[src/rtl/riscv_pkg.sv]
`default_nettype none
// +--------------------------------------------------------------------+
// | riscv_pkg : load funct3 codes, load-unit state encoding, helpers   |
// | Revision  : 1.0                                                    |
// +--------------------------------------------------------------------+
package riscv_pkg;

   localparam logic [2:0] F3_LB  = 3'b000;
   localparam logic [2:0] F3_LH  = 3'b001;
   localparam logic [2:0] F3_LW  = 3'b010;
   localparam logic [2:0] F3_LBU = 3'b100;
   localparam logic [2:0] F3_LHU = 3'b101;

   typedef enum logic [0:0] {
      IDLE = 1'b0,
      WAIT = 1'b1
   } ld_state_e;

   function automatic logic f3_legal(input logic [2:0] f3);
      logic ok;
      case (f3)
         F3_LB, F3_LH, F3_LW, F3_LBU, F3_LHU: ok = 1'b1;
         default:                             ok = 1'b0;
      endcase
      return ok;
   endfunction

   function automatic logic f3_misaligned(input logic [2:0] f3, input logic [1:0] off);
      logic mis;
      case (f3)
         F3_LH, F3_LHU: mis = off[0];
         F3_LW:         mis = (off != 2'b00);
         default:       mis = 1'b0;
      endcase
      return mis;
   endfunction

endpackage
`default_nettype wire

[src/rtl/load_extract.sv]
`default_nettype none
// +--------------------------------------------------------------------+
// | load_extract : little-endian byte/half/word select with extension  |
// | Revision     : 1.0                                                 |
// +--------------------------------------------------------------------+
module load_extract
   import riscv_pkg::*;
(
   input  logic [2:0]  funct3,
   input  logic [1:0]  off,
   input  logic [31:0] rdata,
   output logic [31:0] data
);

   logic [7:0]  byte_sel;
   logic [15:0] half_sel;

   always_comb begin
      case (off)
         2'd0:    byte_sel = rdata[7:0];
         2'd1:    byte_sel = rdata[15:8];
         2'd2:    byte_sel = rdata[23:16];
         default: byte_sel = rdata[31:24];
      endcase
      half_sel = off[1] ? rdata[31:16] : rdata[15:0];

      case (funct3)
         F3_LB:   data = {{24{byte_sel[7]}}, byte_sel};
         F3_LBU:  data = {24'h000000, byte_sel};
         F3_LH:   data = {{16{half_sel[15]}}, half_sel};
         F3_LHU:  data = {16'h0000, half_sel};
         default: data = rdata;
      endcase
   end

endmodule
`default_nettype wire

[src/rtl/load_unit.sv]
`default_nettype none
// +--------------------------------------------------------------------+
// | load_unit : stalling load unit, fixed-latency data-memory read     |
// | Revision  : 1.0                                                    |
// +--------------------------------------------------------------------+
module load_unit
   import riscv_pkg::*;
#(
   parameter int LAT = 1
)
(
   input  logic        clk,
   input  logic        rst,
   input  logic        ld_req,
   input  logic [2:0]  ld_funct3,
   input  logic [31:0] ld_addr,
   input  logic [4:0]  ld_rd,
   input  logic [31:0] mem_rdata,
   output logic        mem_re,
   output logic [31:0] mem_addr,
   output logic        stall,
   output logic        wb_en,
   output logic [4:0]  wb_rd,
   output logic [31:0] wb_data,
   output logic        ld_err
);

   localparam logic [1:0] CNT_INIT = 2'(LAT - 1);

   ld_state_e   state_q, state_d;
   logic [1:0]  cnt_q, cnt_d;
   logic [2:0]  funct3_q, funct3_d;
   logic [1:0]  off_q, off_d;
   logic [4:0]  rd_q, rd_d;
   logic        wb_en_q, wb_en_d;
   logic [4:0]  wb_rd_q, wb_rd_d;
   logic [31:0] wb_data_q, wb_data_d;
   logic        ld_err_q, ld_err_d;

   logic        bad;
   logic        accept;
   logic [31:0] ext_data;

   load_extract u_extract (
      .funct3 (funct3_q),
      .off    (off_q),
      .rdata  (mem_rdata),
      .data   (ext_data)
   );

   // rst gates the combinational strobes so they drop the moment reset asserts
   always_comb begin
      bad    = !f3_legal(ld_funct3) || f3_misaligned(ld_funct3, ld_addr[1:0]);
      accept = rst && (state_q == IDLE) && ld_req && !bad;
   end

   assign mem_re   = accept;
   assign mem_addr = accept ? {ld_addr[31:2], 2'b00} : 32'h0000_0000;
   assign stall    = accept ||
                     (rst && (state_q == WAIT) && ((cnt_q != 2'd0) || ld_req));

   always_comb begin
      state_d   = state_q;
      cnt_d     = cnt_q;
      funct3_d  = funct3_q;
      off_d     = off_q;
      rd_d      = rd_q;
      wb_en_d   = 1'b0;
      wb_rd_d   = wb_rd_q;
      wb_data_d = wb_data_q;
      ld_err_d  = (state_q == IDLE) && ld_req && bad;

      case (state_q)
         IDLE: begin
            if (accept) begin
               state_d  = WAIT;
               cnt_d    = CNT_INIT;
               funct3_d = ld_funct3;
               off_d    = ld_addr[1:0];
               rd_d     = ld_rd;
            end
         end
         WAIT: begin
            if (cnt_q != 2'd0) begin
               cnt_d = cnt_q - 2'd1;
            end else begin
               state_d = IDLE;
               // x0 loads still read memory but leave the writeback port untouched
               if (rd_q != 5'd0) begin
                  wb_en_d   = 1'b1;
                  wb_rd_d   = rd_q;
                  wb_data_d = ext_data;
               end
            end
         end
         default: state_d = IDLE;
      endcase
   end

   always_ff @(posedge clk or negedge rst) begin
      if (!rst) begin
         state_q   <= IDLE;
         cnt_q     <= 2'd0;
         funct3_q  <= 3'd0;
         off_q     <= 2'd0;
         rd_q      <= 5'd0;
         wb_en_q   <= 1'b0;
         wb_rd_q   <= 5'd0;
         wb_data_q <= 32'h0000_0000;
         ld_err_q  <= 1'b0;
      end else begin
         state_q   <= state_d;
         cnt_q     <= cnt_d;
         funct3_q  <= funct3_d;
         off_q     <= off_d;
         rd_q      <= rd_d;
         wb_en_q   <= wb_en_d;
         wb_rd_q   <= wb_rd_d;
         wb_data_q <= wb_data_d;
         ld_err_q  <= ld_err_d;
      end
   end

   assign wb_en   = wb_en_q;
   assign wb_rd   = wb_rd_q;
   assign wb_data = wb_data_q;
   assign ld_err  = ld_err_q;

endmodule
`default_nettype wire

[config.mk]
export PLATFORM = sky130hd
export DESIGN_NAME = load_unit
export DESIGN_NICKNAME = d
export VERILOG_FILES = /design/src/rtl/riscv_pkg.sv /design/src/rtl/load_extract.sv /design/src/rtl/load_unit.sv
export SDC_FILE = /design/constraint.sdc
export NUM_CORES = 1
export LEC_CHECK = 0
export BUFFER_PORTS_ARGS = -buffer_cell sky130_fd_sc_hd__buf_2
export CORE_UTILIZATION = 51
export DETAILED_ROUTE_END_ITERATION = 7
export PLACE_DENSITY_LB_ADDON = 0.08
export SLEW_MARGIN = 20
export SYNTH_ARGS = -nofsm -noshare
export SYNTH_HDL_FRONTEND = slang
export SYNTH_HIERARCHICAL = 1
export SYNTH_SLANG_ARGS = --single-unit
[constraint.sdc]
create_clock -name clk -period 2.95 [get_ports clk]
set_input_delay 0.4425 -clock clk [delete_from_list [all_inputs] [get_ports clk]]
set_output_delay 0.4425 -clock clk [all_outputs]
set_load 0.005 [all_outputs]
* Yosys cells after proc, flatten, opt, wreduce, memory -nomap -nowiden *
Index checks and enable logic that the tools add are counted.
W data, S select, Z words.

word-level totals
  bits of input ports = 75
  bits in registers = 52
  word-level logic and storage cells = 61
  output and inout bits = 73

cells by class
  equal/unequal tests = 11
  reduce and logical (&&, ||, !) cells = 23
  bitwise operators = 2
  muxes and demuxes = 15
  $add $sub $neg = 1

operators with widths
  cell                  number
  $pmux W32 S4          1
  $mux W32              1
  $pmux W8 S3           1
  $mux W16              1
  $eq A3 B3 Y1 const B  4
  $logic_and A1 B1 Y1   7
  $eq A3 B1 Y1 const B  2
  $logic_not A3 Y1      2
  $mux W1               6
  $reduce_bool A5 Y1    1
  $reduce_or A5 Y1      1
  $mux W2               2
  $pmux W1 S2           2
  $pmux W2 S2           1
  $reduce_and A2 Y1     2
  $reduce_bool A2 Y1    2
  $eq A3 B2 Y1 const B  1
  $logic_or A1 B1 Y1    3
  $reduce_and A3 Y1     1
  $eq A2 B1 Y1 const B  1
  $eq A2 B2 Y1 const B  1
  $logic_not A1 Y1      2
  $logic_not A2 Y1      1
  $ne A2 B1 Y1 const B  1
  other kinds (4)       5

* Longest topological paths before layout *
Gate-level depths: netlist of run 1.

  depth after elaboration = 9
  gate-level depth with buffers = 6
  gate-level depth less buffers = 5

* Hierarchy *
The synthesis of run 1 kept the hierarchy.

modules (own cells, without submodules)
  module        cells an instance  area each (um^2)  times used
  load_unit     163                2,238.4           1
  load_extract  133                969.7             1

* Least setup slack after synthesis of run 1 *
Ideal clock, no wire load.

  path kind = input port to output port
  start point = input port ld_funct3[0]
  end point = output port mem_addr[10]
  path slack = 0.945 ns
  stages on the path = 5
  arrival = 1.563 ns
  path buffers = 2
  cell sequence = nor4_1 > o2111a_1 > buf_2 > clkbuf_1 > and2_1

between the ends
  cells in the longest elaborated chain, start to end = 8
  elaborated cells on any way between the ends = 14

ends and longest elaborated chain
  what                                        line                              text
  from (decl)                                 load_unit.sv:15                   input logic [2:0] ld_funct3,
  $eq A3 B2 Y1, or another cell as far along  riscv_pkg.sv:21, riscv_pkg.sv:30
  $reduce_or A5 Y1                            riscv_pkg.sv:21                   case (f3)
  $mux W1                                     riscv_pkg.sv:21
  $logic_not A1 Y1                            load_unit.sv:53                   bad = !f3_legal(ld_funct3) || f3_misaligned(ld_funct3, ld_addr[1:0]);
  $logic_or A1 B1 Y1 *                        load_unit.sv:53
  $logic_not A1 Y1 *                          load_unit.sv:54                   accept = rst && (state_q == IDLE) && ld_req && !bad;
  $logic_and A1 B1 Y1 *                       load_unit.sv:54
  $mux W32 *                                  load_unit.sv:58                   assign mem_addr = accept ? {ld_addr[31:2], 2'b00} : 32'h0000_0000;
  to (decl)                                   load_unit.sv:20                   output logic [31:0] mem_addr,

Every way passes the cells marked *; elsewhere a longest branch is shown, timed or not.

* Worst setup path in the final report of run 1 *
  start point = register funct3_q[1]
  end point = register wb_data_q[29], in the netlist wb_data[29]

between the ends
  cells in the longest elaborated chain, start to end = 2
  elaborated cells on any way between the ends = 5

ends and longest elaborated chain
  what                                        line                text
  from (decl)                                 load_unit.sv:32     logic [2:0] funct3_q, funct3_d;
  from (signal assigned)                      load_unit.sv:114    funct3_q <= funct3_d;
  $eq A3 B3 Y1, or another cell as far along  load_extract.sv:27  case (funct3)
  $pmux W32 S4 *                              load_extract.sv:27
  net ext_data[29]                            load_unit.sv:42     logic [31:0] ext_data;
  to (signal assigned)                        load_unit.sv:119    wb_data_q <= wb_data_d;
  to (decl)                                   load_unit.sv:37     logic [31:0] wb_data_q, wb_data_d;

The timed path passes the listed nets; every way through them passes the cells marked *.
A chain may end at the register's enable or synchronous reset.

==> impl_metrics.csv, run 1 <==
group,metric,value,unit
status,status,"finished clean",
routing,drt-initial-drc-count,261,
worst_setup_path,cp.arrival,2.43,ns
global_route,grt_pass1_vias,2558,
timing,max_freq,448,MHz
global_route,track_usage,0.244,
routing,drtAntennaViolNets,0,
layout,fin_cells,509,
placement,pre_cts_slack,0.733,ns
flow_run,drv_cap,0,
timing,finalCriticalPeriod,2.23,ns
logic_synthesis,synth_top_area_share,0.406,
floorplan,initial_core_util,0.536,
layout,multi_input_area,1670,µm²
routing,wl_per_cell,15.8,µm
clock_network,numCtsBuffers,5,
logic_synthesis,netlist_area,3210,µm²
worst_setup_path,cp_slowest_cell,"dfrtp_1",
timing,min_period_over_period,0.757,
placement,dpl_cell_area,3940,µm²
clock_network,cts_resized,0,
placement,routabilityCongestion,0.844,
worst_setup_path,crit_family,"compound AO/OA/AOI/OAI gates",
floorplan,fp.coreArea,5990,µm²
layout,area.sequential,1300,µm²
logic_synthesis,synth_top_family_by_area,"multiplexers",
floorplan,die_x,81.3,µm
clock_network,post-cts-setup-buffers,0,
routing,dr_wl_met3,637,µm
worst_setup_path,critPathCaptureType,"flop",
routing,routed-wl-met2,3860,µm
logic_synthesis,synthXorXnorAreaFrac,0,
logic_synthesis,syn-instance-count,296,
worst_setup_path,cp-start-kind,"flop",
placement,hpwl,5970,µm
routing,highest_layer,"met4",
worst_setup_path,max_stage_delay,0.56,ns
logic_synthesis,synth-simple-area-share,0.137,
timing,relSlewSlack,0.564,
logic_synthesis,yosys-top-cells-count,"dfrtp_1 (52), and2_1 (30), mux2_2 (28)",
logic_synthesis,synth.mux.area_fraction,0.234,
worst_setup_path,cp.required,3.14,ns
logic_synthesis,synth.distinct_cells,40,
layout,post-route-cell-area,4050,µm²
layout,nNetsFinal,509,
logic_synthesis,ys_async_sr_fraction,1.00,
timing,worst_pin_slew,0.654,ns
logic_synthesis,ys_ff_latch,52,
clock_network,hold_buffers,0,
routing,vias_per_cell,5.63,
logic_synthesis,ys.flop_type,"dfrtp_1",
global_route,antenna_found_initial,0,
timing,setup_viol,0,
routing,drc_errors,0,
routing,dr.pass1.iters,5,
timing,hold_violations,0,
clock_network,cts_tree,"yes",
layout,fillerInstances,502,
clock_network,cts-root-buf,"clkbuf_8",
clock_network,clkSinkCount,52,
logic_synthesis,syn_area_per_cell,10.8,µm²
floorplan,rows,28,
timing,clock_skew,0.0101,ns
routing,wl,8040,µm
timing,drv_slew,0,
timing,rsz0062_at_grt,"false",
clock_network,h-tree-depth,2,
worst_setup_path,criticalPathCategory,"reg2reg",
placement,dp.cells,501,
power_and_ir_drop,leakagePower,2.04,nW
routing,wl_met1,3450,µm
global_route,globalRoute.totalOverflow,0,
clock_network,clk_pin_slew,0.10,ns
layout,layout-drive-gt1-share,0.463,
global_route,grt_pass1_wl,12300,µm
placement,port_buffers,145,
floorplan,dieArea,6610,µm²
timing,fin_ws,0.718,ns
power_and_ir_drop,vdd_drop_max,0.369,mV
clock_network,clockBufferDepth,2,
clock_network,clk_latency,0.31,ns
worst_setup_path,crit_chain,"clkinv_1 -> buf_4 -> o31a_1 -> o22ai_1 -> mux2_1",
power_and_ir_drop,power_density,708,nW/µm²
logic_synthesis,synth-edff-count,0,
worst_setup_path,path_max_fanout,22,
floorplan,dieHeight,81.3,µm
hold_path,hold_path_class,"in2async",
worst_setup_path,crit_buf_inv,2,
logic_synthesis,synth-compound-area-share,0.141,
layout,antenna_cells,0,
logic_synthesis,synth-seq-area-share,0.406,
routing,vias,2868,
logic_synthesis,synth_area_leaders,"dfrtp_1 (41%), mux2_2 (9.8%), mux2_1 (6.3%), and2_1 (5.9%), mux4_1 (5.7%)",
logic_synthesis,yosys_warnings,6,
global_route,grt_max_degree,53,
logic_synthesis,synth.most_common_cell,"dfrtp_1",
logic_synthesis,synth_area_leader_cell,"dfrtp_1",
timing,fin_setup_tns,0,ns
layout,areaGrowthSynthToFinish,26.1,%
logic_synthesis,synthAdderAreaFrac,0.00390,
floorplan,ios,148,
==> kinds of logic (layout without fill, tap and decap cells) <==
kind of cell             Yosys count  in the layout
adder cells (fa/ha/maj)            1              1
AND/OR/NAND/NOR                   84             84
buffers and inverters             41            178
other                              1              2
multiplexers                      57             57
AO/OA/AOI/OAI                     60             60
flip-flops                        52             52
==> registers in the layout, indices dropped and copies added, names as in the netlist <==
signal / flops
funct3_q: 3
cnt_q: 2
wb_en: 1
wb_rd: 5
wb_data: 32
rd_q: 5
ld_err: 1
state_q: 1
off_q: 2
==> cell type report <==
cell class,count,share of cell area
multi-input combinational,204,0.413
inverter,15,0.0139
clock buffer,5,0.0170
clock inverter,3,0.0105
tap,75,0.0232
sequential,52,0.322
timing repair buffer,155,0.201
==> through the flow <==
stage | power [W] | hold slack, ns | util
floorplan | 0.00191 | 0.147 | -
global placement | 0.00235 | 0.471 | 0.657
detailed placement | 0.00239 | 0.478 | 0.657
CTS | 0.00289 | 0.332 | 0.675
global route | 0.00307 | 0.357 | 0.675
finish | 0.00287 | 0.316 | 0.675
==> cells in the final DEF (no fill, tap or decap), types with 2 or more instances in the layout <==
cell type,n
nor2b_1,10
a21oi_1,16
nor2_1,27
nand2b_1,3
clkbuf_8,5
a311oi_1,7
buf_2,145
buf_4,9
dfrtp_1,52
o221ai_1,3
mux4_1,7
mux2i_1,2
o22ai_1,17
o21ai_0,4
mux2_2,28
a221oi_1,2
conb_1,2
mux2_1,18
mux2_4,2
inv_1,13
nand2_1,9
and2_1,30
o221ai_2,4
==> routing by layer <==
layer / GRT usage / vias up
li1: - / 1325
met1: 0.316 / 1394
met2: 0.403 / 141
met3: 0.0584 / 8
met4: 0.0714 / 0
met5: 0 / -
==> where the power goes <==
group | internal (W) | total [W] | leakage [nW] | switching (W)
Clock | 0.000251 | 0.000502 | 0.0541 | 0.000250
Combinational | 0.000622 | 0.00118 | 1.36 | 0.000561
Sequential | 0.000999 | 0.00118 | 0.628 | 0.000182
==> path summary, 6_finish.rpt <==
kind / endpoint / slack, ns / startpoint / cells after the start
worst max-delay path: wb_data[29] / 0.72 / funct3_q[1] / 5
worst min-delay path: cnt_q[1] / 0.32 / rst / 2
worst max register to register: wb_data[29] / 0.72 / funct3_q[1] / 5
worst min register to register: wb_data[0] / 0.50 / wb_data[0] / 1
max in group asynchronous: cnt_q[0] / 2.21 / rst / 2
min in group clk: rd_q[1] / 0.36 / ld_rd[1] / 2
Power figures use the tool's default switching activity.
==> run 2: changes to the inputs <==
ABC_AREA = 1   (was default)
CORE_UTILIZATION = 48   (was 51)
clock period = 2.32 ns   (was 2.95 ns; I/O delays follow)
==> run 2 against run 1 <==
The flow now finishes with violations (design-rule violations). Via count rose by 20%. Clock power rose by 32%. Clock-buffer cell count rose by 1. Combinational power rose by 19%. Register-to-register slack got worse by 0.25 ns. Critical endpoint is now mem_re. Largest power group unchanged. Highest routed layer unchanged.
==> impl_metrics.csv, run 2 <==
group,metric,value,unit
status,status,"finished, violations left",
status,violations,"design-rule violations",
floorplan,initial_core_util,0.504,
logic_synthesis,synth-seq-area-share,0.400,
global_route,grt_pass1_wl,15200,µm
floorplan,ios,148,
logic_synthesis,netlist_area,3250,µm²
worst_setup_path,endpoint,"mem_re",
power_and_ir_drop,internal-power,0.00219,W
timing,max_freq,497,MHz
power_and_ir_drop,clock_power_share,0.190,
power_and_ir_drop,p_seq_frac,0.409,
timing,clock_skew,0.00315,ns
worst_setup_path,cp.required,1.97,ns
timing,fin_setup_tns,0,ns
routing,drt-initial-drc-count,312,
worst_setup_path,rr_worst_depth,8,
worst_setup_path,cp-startpoint,"state_q",
worst_setup_path,cp_slowest_cell,"dfrtp_1",
power_and_ir_drop,switching_share,0.376,
floorplan,dieHeight,84.3,µm
logic_synthesis,synth_area_leaders,"dfrtp_1 (40%), nand2_1 (25%), nor2_1 (7.5%), nand3_1 (6.5%), inv_1 (5.1%)",
worst_setup_path,regToRegSetupSlack,0.47,ns
placement,routabilityCongestion,0.930,
placement,port_buffers,145,
clock_network,clk_pin_slew,0.09,ns
layout,areaGrowthSynthToFinish,23.7,%
clock_network,cts_tree,"yes",
power_and_ir_drop,switchingPower,0.00132,W
logic_synthesis,yosys_warnings,6,
layout,layout_commonest_cell,"nand2_1",
global_route,grt_max_degree,53,
clock_network,cts-root-buf,"clkbuf_8",
layout,layout-drive-gt1-share,0.277,
power_and_ir_drop,combPwrFrac,0.401,
layout,largest_reg_flops,32,
timing,min_period_over_period,0.868,
worst_setup_path,crit_family,"simple AND/OR/NAND/NOR gates",
routing,wl,9100,µm
power_and_ir_drop,vdd_drop_max,0.393,mV
timing,hold_violations,0,
worst_setup_path,r2r-start,"off_q[1]",
logic_synthesis,synth_top_area_share,0.400,
logic_synthesis,synth-edff-count,0,
clock_network,cts_resized,0,
worst_setup_path,cp-start-kind,"flop",
worst_setup_path,path_depth,6,
power_and_ir_drop,power_density,871,nW/µm²
placement,dpl_cell_area,3900,µm²
routing,dr.pass1.iters,7,
layout,nNetsFinal,703,
routing,drtAntennaViolNets,0,
logic_synthesis,synth.most_common_cell,"nand2_1",
timing,finalCriticalPeriod,2.01,ns
floorplan,die_x,84.3,µm
global_route,track_usage,0.270,
logic_synthesis,ys_ff_latch,52,
timing,setup_viol,0,
layout,antenna_cells,0,
timing,rsz0062_at_grt,"false",
timing,drv_slew,0,
routing,drc_errors,8,
hold_path,hold_path_class,"in2async",
timing,relSlewSlack,0.563,
floorplan,rows,29,
worst_setup_path,max_stage_delay,0.44,ns
global_route,globalRoute.totalOverflow,0,
timing,worst_pin_slew,0.655,ns
routing,vias_per_cell,4.88,
global_route,antenna_found_initial,0,
clock_network,h-tree-depth,2,
flow_run,drv_cap,0,
floorplan,dieArea,7110,µm²
worst_setup_path,cp.arrival,1.67,ns
worst_setup_path,critPathCaptureType,"output port",
worst_setup_path,criticalPathCategory,"reg2out",
logic_synthesis,syn_area_per_cell,6.59,µm²
clock_network,hold_buffers,0,
worst_setup_path,r2r-end,"wb_data[13]",
global_route,grt_pass1_vias,3199,
worst_setup_path,crit_buf_inv,3,
worst_setup_path,path_max_fanout,46,
clock_network,clockBufferDepth,2,
routing,wl_per_cell,12.9,µm
timing,fin_ws,0.307,ns
power_and_ir_drop,leakagePower,2.59,nW
worst_setup_path,crit_chain,"inv_2 -> nand2_2 -> nor2_2 -> nand2_4 -> inv_4 -> buf_2",
clock_network,post-cts-setup-buffers,0,
routing,vias,3438,
logic_synthesis,ys_async_sr_fraction,1.00,
clock_network,numCtsBuffers,5,
logic_synthesis,yosys-top-cells-count,"nand2_1 (220), nor2_1 (65), dfrtp_1 (52)",
layout,post-route-cell-area,4020,µm²
placement,hpwl,6680,µm
layout,layout_common_cells,"nand2_1 (220), buf_2 (145), nor2_1 (65)",
placement,pre_cts_slack,0.530,ns
logic_synthesis,synth_area_leader_cell,"dfrtp_1",
clock_network,clkSinkCount,52,
logic_synthesis,syn-instance-count,494,
floorplan,fp.coreArea,6460,µm²
logic_synthesis,synth.distinct_cells,24,
logic_synthesis,ys.flop_type,"dfrtp_1",
clock_network,clk_latency,0.31,ns
==> run 2: power groups by stage <==
stage	combinational [W]	clock, W	sequential, W
CTS	0.00141	0.000684	0.00144
global placement	0.00139	0	0.00144
detailed placement	0.00141	0	0.00145
global route	0.00162	0.000718	0.00148
finish	0.00141	0.000665	0.00143
floorplan	0.000865	0	0.00147
==> run 2: routing by layer <==
metal | wire [µm] | track usage | share of wire | vias up
met5 | 0 | 0 | 0 | -
met4 | 124 | 0.0799 | 0.014 | 0
met3 | 516 | 0.0423 | 0.057 | 9
met2 | 4310 | 0.438 | 0.47 | 116
met1 | 4150 | 0.373 | 0.46 | 1555
li1 | - | - | - | 1758
==> run 2: how the worst min path moves through the flow <==
stage | start | endpoint | slack (ns) | cells after the start
after floorplan | rst | cnt_q[0] | 0.05 | 0
final | rst | rd_q[0] | 0.23 | 2
after detailed placement | wb_data[15] | wb_data[15] | 0.46 | 2
after CTS | ld_rd[0] | rd_q[0] | 0.22 | 3
after global routing | ld_rd[1] | rd_q[1] | 0.22 | 3
after global placement | wb_rd[0] | wb_rd[0] | 0.46 | 2
==> run 2: logic make-up (layout without fill, tap and decap cells) <==
family                     count (synthesis)  after routing  share of synthesized area
AOI/OAI and AO/OA                         25             25                     0.0415
DFF                                       52             52                      0.400
other                                      1              2                    0.00115
and+or+nand+nor                          341            341                      0.430
buffers and inverters                     74            207                      0.123
adders and majority gates                  1              1                    0.00385
==> run 2: cell type report <==
| class | count | area [µm²] |
|---|---|---|
| Multi-Input combinational cell | 369 | 1560 |
| Clock inverter | 2 | 38.8 |
| Clock buffer | 6 | 82.6 |
| Fill cell | 654 | 2440 |
| Tap cell | 77 | 96.3 |
| Sequential cell | 52 | 1300 |
| Timing Repair Buffer | 149 | 756 |
| Inverter | 50 | 193 |
==> run 2: per-stage QoR <==
stage / utilization / instances / power (W) / hold slack, ns
3_3_place_gp: 0.604 / 697 / 0.00283 / 0.458
6_report: 0.623 / 705 / 0.00351 / 0.227
4_1_cts: 0.623 / 705 / 0.00353 / 0.224
3_5_place_dp: 0.604 / 697 / 0.00286 / 0.460
5_1_grt: 0.623 / 705 / 0.00382 / 0.222
2_1_floorplan: - / 495 / 0.00233 / 0.0524
==> run 3: changes to the inputs <==
CORE_UTILIZATION = 45   (was 48)
==> run 3 against run 2 <==
The flow now finishes without violations. Clock skew increased by 0.0064 ns. Global-route usage decreased by 1.3 points. Sequential cell count unchanged. Register-to-register slack improved by 0.09 ns. Hold slack got worse by 0.0049 ns. Via count about the same. Largest cell class unchanged. First-iteration DRC count decreased by 46%. Critical endpoint unchanged. Wire length increased by 1.7%. Clock-buffer cell count decreased by 1. Final cell count increased by 3.1%. Combinational power about the same. Highest routed layer unchanged.
==> impl_metrics.csv, run 3 (synthesis results as in run 2) <==
group,metric,value,unit
clock_network,hold_buffers,0,
hold_path,worstHoldStart,"ld_rd[2]",
placement,dpl_cell_area,3950,µm²
layout,post-route-cell-area,4060,µm²
timing,fin_setup_tns,0,ns
global_route,track_usage,0.256,
global_route,grt_pass1_wl,15000,µm
placement,hpwl,6910,µm
hold_path,holdPathStages,3,
floorplan,ios,148,
worst_setup_path,cp-start-kind,"flop",
timing,min_period_over_period,0.855,
clock_network,clk_pin_slew,0.10,ns
routing,drc_errors,0,
timing,max_freq,504,MHz
floorplan,die_x,87.0,µm
power_and_ir_drop,p_seq_frac,0.408,
layout,fin_cells,727,
timing,clock_skew,0.00952,ns
layout,nNetsFinal,706,
timing,worst_pin_slew,0.654,ns
routing,vias,3441,
worst_setup_path,rr_worst_depth,8,
power_and_ir_drop,switching_share,0.383,
power_and_ir_drop,combPwrFrac,0.407,
routing,drt-initial-drc-count,167,
power_and_ir_drop,switchingPower,0.00135,W
placement,routabilityCongestion,0.901,
clock_network,h-tree-depth,2,
layout,layout_commonest_cell,"nand2_1",
hold_path,min_to,"rd_q[2]",
clock_network,clk_latency,0.31,ns
layout,layout-drive-gt1-share,0.281,
timing,fin_ws,0.335,ns
global_route,grt_max_degree,53,
worst_setup_path,cp.arrival,1.64,ns
worst_setup_path,critPathCaptureType,"output port",
floorplan,dieArea,7570,µm²
floorplan,rows,30,
power_and_ir_drop,leakagePower,2.60,nW
layout,layout_common_cells,"nand2_1 (220), buf_2 (145), nor2_1 (65)",
layout,areaGrowthSynthToFinish,24.9,%
floorplan,dieHeight,87.0,µm
clock_network,clkSinkCount,52,
placement,port_buffers,145,
layout,antenna_cells,0,
worst_setup_path,crit_chain,"inv_2 -> nand2_2 -> nor2_2 -> nand2_4 -> inv_4 -> buf_2",
routing,dr.pass1.iters,5,
power_and_ir_drop,clock_power_share,0.185,
timing,hold_violations,0,
clock_network,cts_tree,"yes",
timing,setup_viol,0,
routing,wl_per_cell,12.7,µm
worst_setup_path,criticalPathCategory,"reg2out",
floorplan,initial_core_util,0.471,
worst_setup_path,max_stage_delay,0.43,ns
worst_setup_path,regToRegSetupSlack,0.56,ns
floorplan,fp.coreArea,6910,µm²
routing,vias_per_cell,4.73,
clock_network,numCtsBuffers,5,
placement,pre_cts_slack,0.585,ns
global_route,grt_pass1_vias,3039,
clock_network,clockBufferDepth,2,
worst_setup_path,r2r-end,"wb_data[24]",
hold_path,hold_path_class,"in2reg",
clock_network,post-cts-setup-buffers,0,
clock_network,cts-root-buf,"clkbuf_8",
worst_setup_path,cp.required,1.97,ns
power_and_ir_drop,internal-power,0.00217,W
routing,wl,9250,µm
placement,dp.cells,719,
global_route,antenna_found_initial,0,
power_and_ir_drop,vdd_drop_max,0.443,mV
status,status,"finished clean",
flow_run,drv_cap,0,
timing,rsz0062_at_grt,"false",
worst_setup_path,path_max_fanout,46,
power_and_ir_drop,power_density,867,nW/µm²
worst_setup_path,cp_slowest_cell,"dfrtp_1",
routing,drtAntennaViolNets,0,
timing,finalCriticalPeriod,1.98,ns
timing,drv_slew,0,
worst_setup_path,r2r-start,"off_q[1]",
layout,largest_reg_flops,32,
global_route,globalRoute.totalOverflow,0,
clock_network,cts_resized,0,
timing,relSlewSlack,0.564,
[run 3: changes by cell type in the layout (fill, tap and decap cells not counted)]
cell        change
buf_4           +3
clkbuf_8        -1
clkinvlp_4      +1
inv_6           +1
clkinv_4        -1
[run 3: worst max path at each step]
stage             start      endpoint  slack [ns]  cells past startpoint
2_1_floorplan   state_q  mem_addr[31]        0.98                      6
3_3_place_gp   off_q[1]   wb_data[18]        0.61                      8
3_5_place_dp   off_q[1]   wb_data[10]        0.58                      8
4_1_cts         state_q        mem_re        0.31                      6
5_1_grt         state_q        mem_re        0.16                      6
6_report        state_q        mem_re        0.34                      6
[run 3: through the flow]
step           total power, W  hold slack [ns]  utilization
6_report              0.00352            0.222        0.588
5_1_grt               0.00384            0.218        0.588
4_1_cts               0.00356            0.215        0.588
3_5_place_dp          0.00289            0.460        0.572
3_3_place_gp          0.00287            0.457        0.572
2_1_floorplan         0.00233           0.0524            -
[run 3: layout make-up]
class,count,area (µm²)
Fill cell,716,2840
Clock buffer,5,68.8
Clock inverter,3,46.3
Inverter,50,193
Sequential cell,52,1300
Multi-Input combinational cell,369,1560
Timing Repair Buffer,152,778
Tap cell,96,120
[run 3: worst max-delay path, delay by kind of cell, from the launching register on]
family	cells	cell delay, ns
AND/OR/NAND/NOR	3	0.45
buffers and inverters	3	0.44
flip-flops	1	0.43
[run 3: routing by layer]
layer,GRT usage,vias up,share of wire
met2,0.409,125,0.47
li1,-,1767,-
met5,0,-,0
met3,0.0427,10,0.054
met1,0.360,1539,0.47
met4,0.0667,0,0.010
[run 3: power by group through the flow]
stage | Sequential [W] | Combinational, W | Clock, W
2_1_floorplan | 0.00147 | 0.000865 | 0
3_3_place_gp | 0.00145 | 0.00142 | 0
3_5_place_dp | 0.00145 | 0.00144 | 0
4_1_cts | 0.00144 | 0.00145 | 0.000676
5_1_grt | 0.00148 | 0.00166 | 0.000700
6_report | 0.00144 | 0.00143 | 0.000652
